<file path="src/rtl/rgb_pkg.sv">
// Shared types and constants for the card-triggered LED pattern fader.
package rgb_pkg;

   typedef logic [23:0] rgb_t;

   localparam int BASE_LEDS = 6;
   localparam int ID_W      = 6;

   typedef enum logic [1:0] {
      IDLE = 2'd0,
      WAIT = 2'd1,
      SEND = 2'd2
   } fade_state_t;

   function automatic rgb_t mk_rgb(input logic [7:0] r, input logic [7:0] g, input logic [7:0] b);
      return {r, g, b};
   endfunction

endpackage

</file>
<file path="src/rtl/rgb_pattern_rom.sv">
// Card id to LED string lookup; the 6-entry base pattern repeats along the string.
module rgb_pattern_rom
   import rgb_pkg::*;
#(
   parameter int NUM_LEDS = 6
) (
   input  logic [ID_W-1:0]       id,
   output logic [NUM_LEDS*24-1:0] pattern,
   output logic                  hit
);

   function automatic rgb_t base_colour(input logic [ID_W-1:0] sel, input int idx);
      rgb_t c;
      c = '0;
      if (sel == ID_W'(1)) begin
         case (idx)
            0:       c = mk_rgb(8'd28,  8'd252, 8'd3);
            1:       c = mk_rgb(8'd159, 8'd245, 8'd47);
            2:       c = mk_rgb(8'd245, 8'd252, 8'd23);
            3:       c = mk_rgb(8'd252, 8'd92,  8'd23);
            4:       c = mk_rgb(8'd141, 8'd23,  8'd252);
            default: c = mk_rgb(8'd23,  8'd157, 8'd252);
         endcase
      end else if (sel == ID_W'(2)) begin
         if (idx < 3) c = mk_rgb(8'd127, 8'd50,  8'd168);
         else         c = mk_rgb(8'd159, 8'd245, 8'd47);
      end
      return c;
   endfunction

   always_comb begin
      hit     = (id == ID_W'(1)) || (id == ID_W'(2));
      pattern = '0;
      // LED0 occupies the most significant word
      for (int i = 0; i < NUM_LEDS; i++) begin
         pattern[(NUM_LEDS-i)*24-1 -: 24] = base_colour(id, i % BASE_LEDS);
      end
   end

endmodule

</file>
<file path="src/rtl/rgb_pattern_fader.sv">
// Crossfades the LED string from the displayed colours to a card's pattern and
// hands each intermediate frame to the LED driver over valid/ready.
module rgb_pattern_fader
   import rgb_pkg::*;
#(
   parameter int NUM_LEDS    = 6,
   parameter int FADE_LOG2   = 3,
   parameter int STEP_CYCLES = 250000
) (
   input  logic                   clk,
   input  logic                   reset,
   input  logic [ID_W-1:0]        id,
   input  logic                   song_start,
   input  logic                   frame_ready,
   output logic [NUM_LEDS*24-1:0] rgb,
   output logic                   frame_valid,
   output logic                   busy,
   output logic                   done,
   output logic                   id_miss
);

   localparam int RGB_W = NUM_LEDS * 24;
   localparam int CH    = NUM_LEDS * 3;
   localparam int SW    = FADE_LOG2 + 1;
   localparam int AW    = 8 + FADE_LOG2 + 1;
   localparam int PW    = (STEP_CYCLES > 1) ? $clog2(STEP_CYCLES) : 1;

   localparam logic [SW-1:0] FULL_STEP = SW'(1) << FADE_LOG2;
   localparam logic [PW-1:0] LAST_TICK = PW'(STEP_CYCLES - 1);

   fade_state_t      state;
   logic [SW-1:0]    step;
   logic [PW-1:0]    presc;
   logic [RGB_W-1:0] old_rgb;
   logic [RGB_W-1:0] target_rgb;
   logic [RGB_W-1:0] blended;
   logic [RGB_W-1:0] rom_pattern;
   logic             rom_hit;

   rgb_pattern_rom #(
      .NUM_LEDS (NUM_LEDS)
   ) u_rom (
      .id      (id),
      .pattern (rom_pattern),
      .hit     (rom_hit)
   );

   // Weighted mix of one 8-bit channel; the final step weights target fully.
   function automatic logic [7:0] blend_channel(input logic [7:0] a, input logic [7:0] b,
                                                input logic [SW-1:0] s);
      logic [AW-1:0] acc;
      acc = AW'(a) * AW'(FULL_STEP - s) + AW'(b) * AW'(s);
      return acc[FADE_LOG2 +: 8];
   endfunction

   for (genvar c = 0; c < CH; c++) begin : g_blend
      assign blended[c*8 +: 8] = blend_channel(old_rgb[c*8 +: 8], target_rgb[c*8 +: 8], step);
   end

   assign busy = (state != IDLE);

   always_ff @(posedge clk) begin
      if (reset) begin
         state       <= IDLE;
         step        <= '0;
         presc       <= '0;
         old_rgb     <= '0;
         target_rgb  <= '0;
         rgb         <= '0;
         frame_valid <= 1'b0;
         done        <= 1'b0;
         id_miss     <= 1'b0;
      end else begin
         done    <= 1'b0;
         id_miss <= song_start && !rom_hit;
         // A hit restarts from whatever is on screen, withdrawing any pending frame
         if (song_start && rom_hit) begin
            old_rgb     <= rgb;
            target_rgb  <= rom_pattern;
            step        <= SW'(1);
            presc       <= '0;
            frame_valid <= 1'b0;
            state       <= WAIT;
         end else begin
            case (state)
               IDLE: begin
                  frame_valid <= 1'b0;
               end
               WAIT: begin
                  if (presc == LAST_TICK) begin
                     rgb         <= blended;
                     frame_valid <= 1'b1;
                     state       <= SEND;
                  end else begin
                     presc <= presc + PW'(1);
                  end
               end
               SEND: begin
                  if (frame_ready) begin
                     frame_valid <= 1'b0;
                     if (step == FULL_STEP) begin
                        done  <= 1'b1;
                        state <= IDLE;
                     end else begin
                        step  <= step + SW'(1);
                        presc <= '0;
                        state <= WAIT;
                     end
                  end
               end
               default: begin
                  frame_valid <= 1'b0;
                  state       <= IDLE;
               end
            endcase
         end
      end
   end

endmodule
</file>
<file path="config.mk">
export PLATFORM = sky130hd
export DESIGN_NAME = rgb_pattern_fader
export DESIGN_NICKNAME = d
export VERILOG_FILES = /design/src/rtl/rgb_pkg.sv /design/src/rtl/rgb_pattern_rom.sv /design/src/rtl/rgb_pattern_fader.sv
export SDC_FILE = /design/constraint.sdc
export NUM_CORES = 2
export LEC_CHECK = 0
export CAP_MARGIN = 20
export CORE_MARGIN = 2
export CORE_UTILIZATION = 40
export DETAILED_ROUTE_END_ITERATION = 7
export DONT_BUFFER_PORTS = 1
export PLACE_DENSITY = 0.58
export SLEW_MARGIN = 0
export SYNTH_ARGS = -nofsm -noshare
export SYNTH_HDL_FRONTEND = slang
export SYNTH_SLANG_ARGS = --single-unit
</file>
<file path="constraint.sdc">
create_clock -name clk -period 13.4 [get_ports clk]
set_input_delay 3.35 -clock clk [delete_from_list [all_inputs] [get_ports clk]]
set_output_delay 3.35 -clock clk [all_outputs]
set_load 0.05 [all_outputs]
</file>
# Word-level counts from Yosys, hierarchy flattened
# Cells that the tools add are included.
# Widths: inputs -> output; s select.
dict set report op_classes {
  multipliers 36
  n_eq_ne 14
  n_reduce_logical 18
  n_mux 25
  n_bitwise 5
  n_shift 0
  magnitude_cmp 0
  div 0
  add_sub_neg 21
}
# cell count
set op_table {}
lappend op_table {{$mul 8x12->11} 17}
lappend op_table {{$add 11x11->11} 18}
lappend op_table {{$mul 8x4->11} 18}
lappend op_table {{$mux 24} 7}
lappend op_table {{$mux 18} 3}
lappend op_table {{$pmux 18 s2} 1}
lappend op_table {{$mux 23} 1}
lappend op_table {{$add 18x1->18 const B} 1}
lappend op_table {{$eq 18x18->1 const B} 1}
lappend op_table {{$reduce_and 3->1} 5}
lappend op_table {{$ne 2x2->1 const B} 6}
lappend op_table {{$mul 9x5->11} 1}
lappend op_table {{$mux 1} 9}
lappend op_table {{$reduce_bool 2->1} 4}
lappend op_table {{$eq 6x1->1 const B} 1}
lappend op_table {{$eq 6x2->1 const B} 1}
lappend op_table {{$ne 3x3->1 const B} 2}
lappend op_table {{$pmux 2 s3} 1}
lappend op_table {{$not 1->1} 5}
lappend op_table {{$sub 4x4->5 const A} 1}
lappend op_table {{$add 4x1->4 const B} 1}
lappend op_table {{$eq 4x4->1 const B} 1}
lappend op_table {{$mux 2} 2}
lappend op_table {{$reduce_and 4->1} 1}
lappend op_table {{10 further kinds} 11}
dict set report word_totals {
  latchBits 0
  in_bits 10
  ramBits 0
  reg_bits 459
  elab_cells 130
  mem_bits_ro 0
  out_inout_bits 148
  n_memories 0
}

# Depth between registers and ports, before layout
dict set report depth {
  ltp_word 5
  ltp_mapped 29
  ltp_nobuf 24
}

# Cells and area by module
# From an unflattened synthesis, not the netlist that was laid out.
dict set report unflattened {
  cells_unflattened 6688
  area_unflattened_um2 58736.3
}
# mod instances area_each_um2 cells_per_inst seq_area_each_um2
set by_module_without_submodules {}
lappend by_module_without_submodules {rgb_pattern_fader 1 57626.5 6539 9188.8}
lappend by_module_without_submodules {rgb_pattern_rom 1 1109.8 149 0.0}

# Worst setup path before layout
# OpenSTA, ideal clock, no wires.
dict set report synth_timing {
  kind {register to register}
  start {register step[0]}
  end {register rgb[143]}
  required_time_ns 13.314
  path_stages_with_launch 29
  period_less_slack_ns 6.512
  n_path_buf 7
  arrival_time_ns 6.427
  path_slack_ns 6.888
  path_cell_list {dfxtp_1 -> buf_2 -> clkbuf_1 -> clkbuf_1 -> inv_1 -> ha_1 -> nand2b_1 -> buf_2 -> and2_1 -> buf_2 -> buf_2 -> buf_1 -> nand2b_1 -> fa_1 -> fa_1 -> inv_1 -> fa_1 -> inv_1 -> fa_1 -> fa_1 -> inv_1 -> ha_1 -> a21o_1 -> a21oi_1 -> nor2b_1 -> o21a_1 -> o41ai_1 -> xnor2_1 -> a211oi_1}
}
dict set report synth_between {
  elab_chain_len 3
}
# item line_no
set synth_rtl {}
lappend synth_rtl {{start: declaration} rgb_pattern_fader.sv:32} ;# logic [SW-1:0] step;
lappend synth_rtl {{start signal: assignment} rgb_pattern_fader.sv:105} ;# step <= step + SW'(1);
lappend synth_rtl {{$sub 4x4->5} rgb_pattern_fader.sv:52} ;# acc = AW'(a) * AW'(FULL_STEP - s) + AW'(b) * AW'(s);
lappend synth_rtl {{$mul 9x5->11} rgb_pattern_fader.sv:52}
lappend synth_rtl {{$add 11x11->11 *} rgb_pattern_fader.sv:52}
lappend synth_rtl {{end signal: assignment} rgb_pattern_fader.sv:91} ;# rgb <= blended;
lappend synth_rtl {{end: declaration} rgb_pattern_fader.sv:15} ;# output logic [NUM_LEDS*24-1:0] rgb,
# Mark *: on every way between the ends. The rest lies on a longest branch, timed or not.
# A chain may end at the register's enable or synchronous reset.

# Worst setup path in the final report
dict set report layout_timing {
  start {register step[1]}
  end {register rgb[143]}
}
# Same word-level chain as after synthesis.

==> metrics.md <==
| Metric | Value |
|---|---|
| Syn_area_per_cell | `8.562 sq um` |
| Sequential share of the synthesized area | `13.72%` |
| Most common cell in the netlist | `inv_1` |
| Post-synthesis register bit count | `318` |
| Die X | `344.6 um` |
| Pwr/cell area | `45.63 nW/um^2` |
| Core ar. | `114700 sq um` |
| Switching Share | `24.54%` |
| Combinational group share of total power | `0.9%` |
| Tot GR Track Use | `23.32%` |
| Power Total | `2.253 mW` |
| Yosys top cell area share | `33.32%` |
| RSZ-0062 raised after global routing | `no` |
| I/O pin count | `158` |
| Reg clk slew, reported paths | `0.06 ns` |
| Critical Path AT | `7.54 ns` |
| Post_cts resized | `0` |
| Endpoints failing setup | `0` |
| Sequential share of power | `42.1%` |
| Clock sinks | `318` |
| CTS tree | `built` |
| WL per Instance | `19.68 um` |
| Post-synth top flop | `dfxtp_1` |
| VDD IR-drop max | `0.00007705 V` |
| Clock latency on the worst-skew pair | `0.64 ns` |
| Endpoints failing hold | `0` |
| Slew @ Worst Pin | `1.150 ns` |
| Initial Util | `40.46%` |
| Vias in the first global route | `35544` |
| Syn nets | `6666` |
| Setup crit start kind | `flop` |
| GP Congestion | `0.9090` |
| Chip Height | `344.6 um` |
| Initial DRT Pass Iterations | `5` |
| Post-layout nets | `6553` |
| Antenna violations before repair | `0` |
| Via density | `5.012` |
| Largest net degree at the start of global routing | `301` |
| Root buf cell | `clkbuf_16` |
| Initial DRC count | `2227` |
| HPWL Detailed | `103500 um` |
| Area leader, netlist | `fa_1` |
| Synth Instances | `5418` |
| Number of max-cap violations | `0` |
| Critical Path RT | `13.96 ns` |
| Fraction of registers with async set/reset | `0%` |
| Share of cells above drive strength 1 | `2.884%` |
| Post-CTS Setup Inserts | `0` |
| Vias | `34353` |
| Crit Path Class | `flop to flop` |
| Grt total ovfl | `0` |
| CP max FO | `45` |
| Library cells used by synthesis | `61` |
| PortBufs | `0` |
| Final period utilization | `52.08%` |
| Peak Freq | `0.1433 GHz` |
| First-pass GRT wire length | `211600 um` |
| Wirelength, routed | `134900 um` |
| Power share of the clock group | `57.0%` |
| Row count | `124` |
| Area of the die | `118700 sq um` |
| Post-synth top cells | `inv_1, nand2_1, fa_1, ha_1, a21oi_1` |
| Slew HR | `22.99%` |
| Worst hold path type | `flop to flop` |
| Clock buffer depth | `3` |
| Synth top area cells | `fa_1, dfxtp_1, ha_1` |
| Switching power total | `552.9 uW` |
| Clock Skew | `0.03038 ns` |
| Post-route minimum period | `6.979 ns` |
| Crit. End Element | `flop` |
| Clock buffer count from CTS | `45` |
| Antenna violation net count after detailed routing | `0` |
| Status | `finished, final reports clean` |
| H-tree lvl count | `2` |
| Hold_buf cts | `0` |
| Cell-internal power | `1.700 mW` |
| DRC viols | `0` |
| Mapped Area | `46390 sq um` |
| Yosys warns | `0` |
| Post-synth EDFFs | `0` |
| TNS Setup | `0 ns` |
| Pleak | `23.88 nW` |
| P&R area growth vs syn | `6.457%` |
| Max Slew Vio Count | `0` |
-- worst paths after layout --
path	from	endpoint	slack, ns	cells past startpoint
worst min register to register	old_rgb[111]	old_rgb[111]	0.51	2
worst max register to register	step[1]	rgb[143]	6.42	22
worst max-delay path	step[1]	rgb[143]	6.42	22
worst min-delay path	old_rgb[111]	old_rgb[111]	0.51	2
-- power groups by stage --
| stage | clock network [mW] | registers, mW | logic (mW) |
|---|---|---|---|
| after CTS | 1.32 | 0.947 | 0.0210 |
| after global routing | 1.35 | 0.947 | 0.0225 |
| final | 1.28 | 0.948 | 0.0212 |
| after detailed placement | 0 | 0.968 | 0.0210 |
| after floorplan | 0 | 0.968 | 0.0248 |
| after global placement | 0 | 0.968 | 0.0210 |
-- metrics by stage --
stage,worst slack (ns),hold slack (ns),utilization [%],instances,instance area [sq um]
2_1_floorplan,6.888,0.4618,-,5418,46390
6_report,6.421,0.5119,43.07,6854,49380
5_1_grt,6.006,0.5399,43.07,6852,49380
3_3_place_gp,6.613,0.4862,41.73,6770,47850
3_5_place_dp,6.538,0.4982,41.73,6770,47850
4_1_cts,6.511,0.5114,43.07,6852,49380
-- logic make-up (layout without fill, tap and decap cells) --
| kind of cell | count (synthesis) | after routing | share of synthesized area (%) |
|---|---|---|---|
| AO/OA/AOI/OAI | 554 | 554 | 6.646 |
| other | 0 | 2 | 0 |
| flip-flops | 318 | 318 | 13.72 |
| adder cells (fa/ha/maj) | 1238 | 1238 | 45.88 |
| multiplexers | 5 | 5 | 0.1106 |
| XOR/XNOR | 395 | 395 | 7.520 |
| buffers and inverters | 1353 | 1275 | 11.08 |
| AND/OR/NAND/NOR | 1555 | 1555 | 15.04 |
-- layout make-up --
type,count,area (sq um)
fill,11317,65270
multi-input combinational,3747,34960
sequential,318,6371
inverter,1154,4332
tap,1512,1892
clock buffer,55,1184
clock inverter,27,345.3
timing repair buffer,39,292.8
antenna,2,5.005
-- layer usage --
layer | routed length, um | up-vias | GRT usage (%)
met1 | 58250 | 17223 | 31.17
met2 | 62710 | 844 | 38.01
met5 | 0 | - | 0
met4 | 4697 | 0 | 7.645
met3 | 9212 | 202 | 4.365
li1 | - | 16084 | -
-- placed cells by master (no fill, tap or decap), types with 16 or more instances in the layout --
master	synthesis	routed
fa_1	772	772
nand3b_1	18	18
nand2_1	1006	1005
a211oi_1	27	27
a31oi_1	16	16
and2_1	247	246
dfxtp_1	318	316
ha_1	466	465
inv_1	1148	1146
nor2b_1	34	34
nor3_1	30	30
nor2_1	103	103
buf_4	2	39
xor2_1	73	73
and3_1	27	24
a21o_1	37	37
o21ai_0	78	77
nand3_1	18	17
clkbuf_16	0	45
a21oi_1	353	353
xnor2_1	319	317
-- registers in the layout, summed over array words and instances (netlist names), 2 cells and up --
register,cells
rgb,144
target_rgb,3
presc,18
old_rgb,144
state,2
step,4
-- critical path, cell delays in order (launching register included) --
cell and delay (ns):
dfxtp_1 0.81, inv_1 0.22, ha_4 0.25, xnor2_2 0.14, buf_4 0.44, buf_4 0.58, nand2_1 0.14, fa_1 0.50
inv_1 0.05, fa_1 0.47, fa_1 0.55, inv_1 0.05, fa_1 0.46, fa_1 0.56, inv_1 0.05, ha_1 0.26
a21o_1 0.18, a21oi_1 0.21, nor2b_1 0.08, o21a_1 0.18, o41ai_1 0.33, xnor2_1 0.12, a211oi_1 0.22
(Power assumes the default switching activity.)
